--- config.mk ---
export PLATFORM = sky130hd
export DESIGN_NAME = sevseg_scan_driver
export DESIGN_NICKNAME = d
export VERILOG_FILES = /design/src/rtl/sevseg_pkg.sv /design/src/rtl/sevseg_hex_encoder.sv /design/src/rtl/sevseg_scan_driver.sv
export SDC_FILE = /design/constraint.sdc
export NUM_CORES = 1
export LEC_CHECK = 0
export CAP_MARGIN = 40
export CORE_MARGIN = 3
export CORE_UTILIZATION = 55
export CTS_CLUSTER_SIZE = 30
export DETAILED_ROUTE_END_ITERATION = 12
export GPL_TIMING_DRIVEN = 0
export HOLD_SLACK_MARGIN = 0.1
export PLACE_DENSITY = 0.84
export SYNTH_ARGS = -nofsm -noshare
export SYNTH_HDL_FRONTEND = slang
export SYNTH_SLANG_ARGS = --single-unit
--- constraint.sdc ---
create_clock -name clk_7seg -period 5.35 [get_ports clk_7seg]
set_clock_uncertainty 0.1 [all_clocks]
set_input_delay 1.07 -clock clk_7seg [delete_from_list [all_inputs] [get_ports clk_7seg]]
set_output_delay 1.07 -clock clk_7seg [all_outputs]
set_load 0.01 [all_outputs]
--- src/rtl/sevseg_pkg.sv ---
// Shared types and constants for the seven-segment scan driver.
// Segment vectors are {a,b,c,d,e,f,g}, active-low.
package sevseg_pkg;

  localparam int MAX_DIGITS = 8;
  localparam logic [6:0] SEG_OFF = 7'h7F;

  typedef enum logic [0:0] {
    SHOW = 1'b0,
    DEAD = 1'b1
  } sevseg_state_e;

  function automatic logic [6:0] hex_to_seg(input logic [3:0] nib);
    logic [6:0] seg;
    case (nib)
      4'h0:    seg = 7'b0000001;
      4'h1:    seg = 7'b1001111;
      4'h2:    seg = 7'b0010010;
      4'h3:    seg = 7'b0000110;
      4'h4:    seg = 7'b1001100;
      4'h5:    seg = 7'b0100100;
      4'h6:    seg = 7'b0100000;
      4'h7:    seg = 7'b0001111;
      4'h8:    seg = 7'b0000000;
      4'h9:    seg = 7'b0000100;
      4'hA:    seg = 7'b0001000;
      4'hB:    seg = 7'b1100000;
      4'hC:    seg = 7'b0110001;
      4'hD:    seg = 7'b1000010;
      4'hE:    seg = 7'b0110000;
      4'hF:    seg = 7'b0111000;
      default: seg = SEG_OFF;
    endcase
    return seg;
  endfunction

endpackage

--- src/rtl/sevseg_hex_encoder.sv ---
// Combinational nibble to active-low seven-segment decoder.
module sevseg_hex_encoder
  import sevseg_pkg::*;
(
  input  logic [3:0] i_nibble,
  output logic [6:0] o_seg
);

  assign o_seg = hex_to_seg(i_nibble);

endmodule

--- src/rtl/sevseg_scan_driver.sv ---
// Time-multiplexed 7-segment scan driver with per-frame snapshot and dead time.
// Optional leading-zero blanking: define SEVSEG_LEADING_ZERO_BLANK_EN.
module sevseg_scan_driver
  import sevseg_pkg::*;
#(
  parameter int NUM_DIGITS  = 8,
  parameter int DEAD_CYCLES = 1
) (
  input  logic                    clk_7seg,
  input  logic                    Rst,
  input  logic [4*NUM_DIGITS-1:0] value,
  input  logic [NUM_DIGITS-1:0]   dp,
  input  logic                    blank_en,
  output logic [NUM_DIGITS-1:0]   an,
  output logic [6:0]              sev_out,
  output logic                    dp_out,
  output logic                    frame_done
);

  localparam logic [0:0] ST_SHOW   = 1'(SHOW);
  localparam logic [0:0] ST_DEAD   = 1'(DEAD);
  localparam logic [2:0] LAST_IDX  = 3'(NUM_DIGITS - 1);
  localparam logic [3:0] DEAD_LAST = (DEAD_CYCLES > 0) ? 4'(DEAD_CYCLES - 1) : 4'd0;
  localparam bit         HAS_DEAD  = (DEAD_CYCLES > 0);

  // r_state/r_idx/r_dead_cnt describe the slot that the next edge presents.
  logic [0:0]              r_state;
  logic [2:0]              r_idx;
  logic [3:0]              r_dead_cnt;
  logic [4*NUM_DIGITS-1:0] r_shadow;
  logic [NUM_DIGITS-1:0]   r_shadow_dp;
  logic [NUM_DIGITS-1:0]   r_an;
  logic [6:0]              r_sev;
  logic                    r_dp;
  logic                    r_frame_done;

  logic [4*NUM_DIGITS-1:0] w_shadow_next;
  logic [NUM_DIGITS-1:0]   w_shadow_dp_next;
  logic [31:0]             w_val32;
  logic [7:0]              w_dp8;
  logic [3:0]              w_nibble;
  logic [6:0]              w_seg;
  logic                    w_lz_blank;
  logic                    w_show_en;
  logic [2:0]              w_idx_inc;
  logic [0:0]              w_state_next;
  logic [2:0]              w_idx_next;
  logic [3:0]              w_dead_next;
  logic                    w_frame_end;
  logic [NUM_DIGITS-1:0]   w_an_next;

  // The frame-end edge reloads the snapshot and digit 0 decodes the fresh word.
  assign w_shadow_next    = r_frame_done ? value : r_shadow;
  assign w_shadow_dp_next = r_frame_done ? dp    : r_shadow_dp;
  assign w_val32          = 32'(w_shadow_next);
  assign w_dp8            = 8'(w_shadow_dp_next);
  assign w_nibble         = w_val32[{r_idx, 2'b00} +: 4];
  assign w_idx_inc        = (r_idx == LAST_IDX) ? 3'd0 : r_idx + 3'd1;

  sevseg_hex_encoder u_hex_encoder (
    .i_nibble (w_nibble),
    .o_seg    (w_seg)
  );

`ifdef SEVSEG_LEADING_ZERO_BLANK_EN
  // Blank digit idx>0 when it and every higher digit are zero with no dp.
  always_comb begin
    w_lz_blank = (r_idx != 3'd0);
    for (int j = 0; j < MAX_DIGITS; j++) begin
      if ((3'(j) >= r_idx) && ((w_val32[4*j +: 4] != 4'd0) || w_dp8[j])) begin
        w_lz_blank = 1'b0;
      end else begin
        w_lz_blank = w_lz_blank;
      end
    end
  end
`else
  assign w_lz_blank = 1'b0;
`endif

  assign w_show_en = (r_state == ST_SHOW) && !blank_en && !w_lz_blank;

  // Slot sequencing: SHOW for one cycle, then optional DEAD run, then next digit.
  always_comb begin
    w_state_next = r_state;
    w_idx_next   = r_idx;
    w_dead_next  = r_dead_cnt;
    w_frame_end  = 1'b0;
    case (r_state)
      ST_SHOW: begin
        if (HAS_DEAD) begin
          w_state_next = ST_DEAD;
          w_dead_next  = DEAD_LAST;
        end else begin
          w_idx_next  = w_idx_inc;
          w_frame_end = (r_idx == LAST_IDX);
        end
      end
      ST_DEAD: begin
        if (r_dead_cnt == 4'd0) begin
          w_state_next = ST_SHOW;
          w_idx_next   = w_idx_inc;
          w_frame_end  = (r_idx == LAST_IDX);
        end else begin
          w_dead_next = r_dead_cnt - 4'd1;
        end
      end
      default: begin
        w_state_next = ST_SHOW;
        w_idx_next   = 3'd0;
        w_dead_next  = 4'd0;
      end
    endcase
  end

  // One-hot-zero active-low anode pattern for the presented slot.
  always_comb begin
    w_an_next = '1;
    for (int i = 0; i < NUM_DIGITS; i++) begin
      w_an_next[i] = ~(w_show_en && (r_idx == 3'(i)));
    end
  end

  // State, snapshot and registered display outputs.
  always_ff @(posedge clk_7seg) begin
    if (Rst) begin
      r_state      <= ST_SHOW;
      r_idx        <= 3'd0;
      r_dead_cnt   <= 4'd0;
      r_shadow     <= value;
      r_shadow_dp  <= dp;
      r_an         <= '1;
      r_sev        <= SEG_OFF;
      r_dp         <= 1'b1;
      r_frame_done <= 1'b0;
    end else begin
      r_state      <= w_state_next;
      r_idx        <= w_idx_next;
      r_dead_cnt   <= w_dead_next;
      r_shadow     <= w_shadow_next;
      r_shadow_dp  <= w_shadow_dp_next;
      r_an         <= w_an_next;
      r_sev        <= w_show_en ? w_seg : SEG_OFF;
      r_dp         <= w_show_en ? ~w_dp8[r_idx] : 1'b1;
      r_frame_done <= w_frame_end;
    end
  end

  assign an         = r_an;
  assign sev_out    = r_sev;
  assign dp_out     = r_dp;
  assign frame_done = r_frame_done;

endmodule

==> out/metrics.cfg <==
[synth]
synthFlopType = dfxtp_1
netlist_area_um2 = 3070
ys_async_sr_fraction_pct = 0
synth_cell_types = 35
yosysSeqAreaShare_pct = 42.4
synthCells = 248
synth-seq-cells = 65
synth_fp_nets = 304
avgSynthCellArea_um2 = 12.4
yosys_warnings = 0
synth_edf_count = 0

[pwr]
switching_power_uw = 421
p_int_uw = 945
p_leak_nw = 1.53
p_sw_share_pct = 30.8
p_seq_share_pct = 41.6
power_mw = 1.37
power_frac_clock_pct = 25.7
ir_drop_v = 0.000206
powerDensity_nw_per_um2 = 350
combPwrFrac_pct = 32.7

[place]
numPortBuffers = 58
place_area_um2 = 3740
routabilityCongestion = 0.851
place_hpwl_mm = 4.12

[route]
post_drt_wl_per_cell_um = 14.2
first_iter_violations = 136
vias = 2139
drt.antenna.violating_nets = 0
drc_errors = 0
drtPass1Iterations = 4
routed_wl_mm = 5.59
routed_via_density = 5.44

[run]
drv_cap = 0

[floorplan]
core-area_um2 = 5240
dieArea_um2 = 6510
initial_core_util_pct = 58.6
die_w_um = 80.7
rows = 26
die_h_um = 80.7
ioPinCount = 60

[clocking]
cts_buffers = 9
cts-htree-levels = 3
insertion_delay_ns = 0.33
cts_resized = 0
cts_root_buffer = clkbuf_8
cts_hold_buf = 0
cts_tree = yes
cts_setup_buffers = 0
clockBufferDepth = 2
cts_sinks = 65
cts.clk_slew.worst_paths_ns = 0.07

[global_routing]
grt_pass1_vias = 2037
grt_pass1_wl_mm = 9.23
grt_max_degree = 11
grt_usage_pct = 18.9
antenna_found_initial = 0
overflow = 0

[worst_setup_path]
crit_start = value[9]
crit_path_end = sev_out[2]
rr_endpoint = sev_out[2]
critPathKind = input port to register
rr_worst_depth = 9
cp_max_fo = 6
arrival_ns = 3.46
rrSetupSlack_ns = 2.36
cp.required_ns = 5.51
crit_path_end_kind = register
start_kind = input port
worstReg2RegStart = r_idx[0]

[timing]
fin_setup_tns_ns = 0
maxSlewViolCount = 0
rsz0062_at_grt = false
slew_headroom_pct = 53.2
tightest_slew_ns = 0.703
fin_crit_sh_pct = 61.8
fmax_ghz = 0.303
setup_viol_count_final = 0
whs_ns = 0.374
hold_viol_final = 0
period_needed_ns = 3.31

[cells_and_area]
area_delta_synth_final_pct = 27.4
finish.instance_area_um2 = 3910
drive_above_1_share_pct = 20.4
nNetsFinal = 375
antenna_cells = 0
fillers = 362

[status]
outcome = finished, final reports clean

[min_path]
min_path_type = register to register

## layer usage
metal | GRT usage (%) | vias up | share of wire [%]
met5 | 0 | - | 0
met4 | 6.08 | 0 | 0.63
met3 | 4.04 | 5 | 4.3
met2 | 33.3 | 47 | 51
met1 | 22.8 | 1026 | 44
li1 | - | 1061 | -
## power groups by stage
stage          Clock (mW)  Combinational (mW)  Sequential (mW)
2_1_floorplan           0               0.313            0.580
3_3_place_gp            0               0.429            0.576
3_5_place_dp            0               0.446            0.579
4_1_cts             0.359               0.447            0.568
5_1_grt             0.375               0.496            0.574
6_report            0.351               0.447            0.569
## logic make-up (layout without fill, tap and decap cells)
family | Yosys count | in the layout | share of synthesized area (%)
flip-flops | 65 | 65 | 42.4
AO/OA/AOI/OAI | 22 | 22 | 5.30
XOR/XNOR | 2 | 2 | 0.571
adder cells (fa/ha/maj) | 13 | 13 | 5.30
AND/OR/NAND/NOR | 53 | 53 | 8.36
multiplexers | 66 | 66 | 33.9
buffers and inverters | 27 | 102 | 4.16
## critical path: stages
cell and delay [ns]:
clkdlybuf4s50_1 0.41, mux4_1 0.53, a22o_1 0.28, a311oi_4 0.42
inv_1 0.15, ha_1 0.20, mux2_1 0.28, o21ai_1 0.12
## Yosys cell counts, types with 3 or more instances
| cell type | n | area (um^2) |
|---|---|---|
| nand2_1 | 12 | 45.0 |
| mux4_2 | 4 | 90.1 |
| ha_1 | 13 | 163 |
| nor2b_1 | 5 | 31.3 |
| nor2_1 | 15 | 56.3 |
| o21ai_1 | 4 | 20.0 |
| mux2_2 | 40 | 450 |
| clkbuf_1 | 11 | 41.3 |
| mux4_1 | 17 | 447 |
| a21oi_1 | 7 | 35.0 |
| inv_1 | 11 | 41.3 |
| nand3_1 | 8 | 40.0 |
| mux2i_1 | 4 | 40.0 |
| nor3_1 | 5 | 25.0 |
| a22oi_1 | 3 | 22.5 |
| dfxtp_1 | 65 | 1300 |
## state kept, by name, summed over array words and instances (netlist names)
| signal | flops |
|---|---|
| r_dead_cnt | 4 |
| r_idx | 3 |
| dp_out | 1 |
| r_state | 1 |
| sev_out | 7 |
| r_shadow | 32 |
| r_shadow_dp | 8 |
| frame_done | 1 |
| an | 8 |
## placed cells by master (no fill, tap or decap), drive strengths merged, types with 2 or more instances in the layout
cell type and n:
ha 13, mux2 41, a22o 2, and3 2
nor3b 2, nor2b 5, nor2 15, a22oi 3
nand2 12, xnor2 2, clkbuf 23, mux2i 4
nand3 9, buf 7, a21oi 7, clkdlybuf4s50 58
dfxtp 65, nor3 5, clkinv 2, o21ai 5
inv 11, mux4 21
## layout make-up
class	instances	area (um^2)	share of cell area (%)
clock buffers	12	145	3.71
well taps	70	87.6	2.24
multi-input cells	156	1640	41.9
inverters	11	41.3	1.06
flip-flops and latches	65	1300	33.3
plain buffers	16	86.3	2.21
clock inverters	3	17.5	0.448
repair buffers	60	591	15.1
## metrics by stage
| step | instances | setup WS (ns) | util, % |
|---|---|---|---|
| final | 393 | 2.04 | 74.6 |
| after global routing | 393 | 1.73 | 74.6 |
| after CTS | 393 | 2.05 | 74.6 |
| after detailed placement | 378 | 1.70 | 71.5 |
| after global placement | 376 | 1.71 | 71.3 |
| after floorplan | 248 | 2.32 | - |
## worst min path at each step
| stage | endpoint | start | cells after the start | slack [ns] |
|---|---|---|---|---|
| after floorplan | r_shadow[10] | r_shadow[10] | 1 | 0.35 |
| after global placement | r_shadow[13] | r_shadow[13] | 1 | 0.35 |
| after detailed placement | r_shadow[19] | r_shadow[19] | 1 | 0.36 |
| after CTS | r_shadow_dp[0] | r_shadow_dp[0] | 1 | 0.38 |
| after global routing | r_shadow[19] | r_shadow[19] | 1 | 0.38 |
| final | r_shadow_dp[0] | r_shadow_dp[0] | 1 | 0.37 |
(Power assumes the default switching activity.)
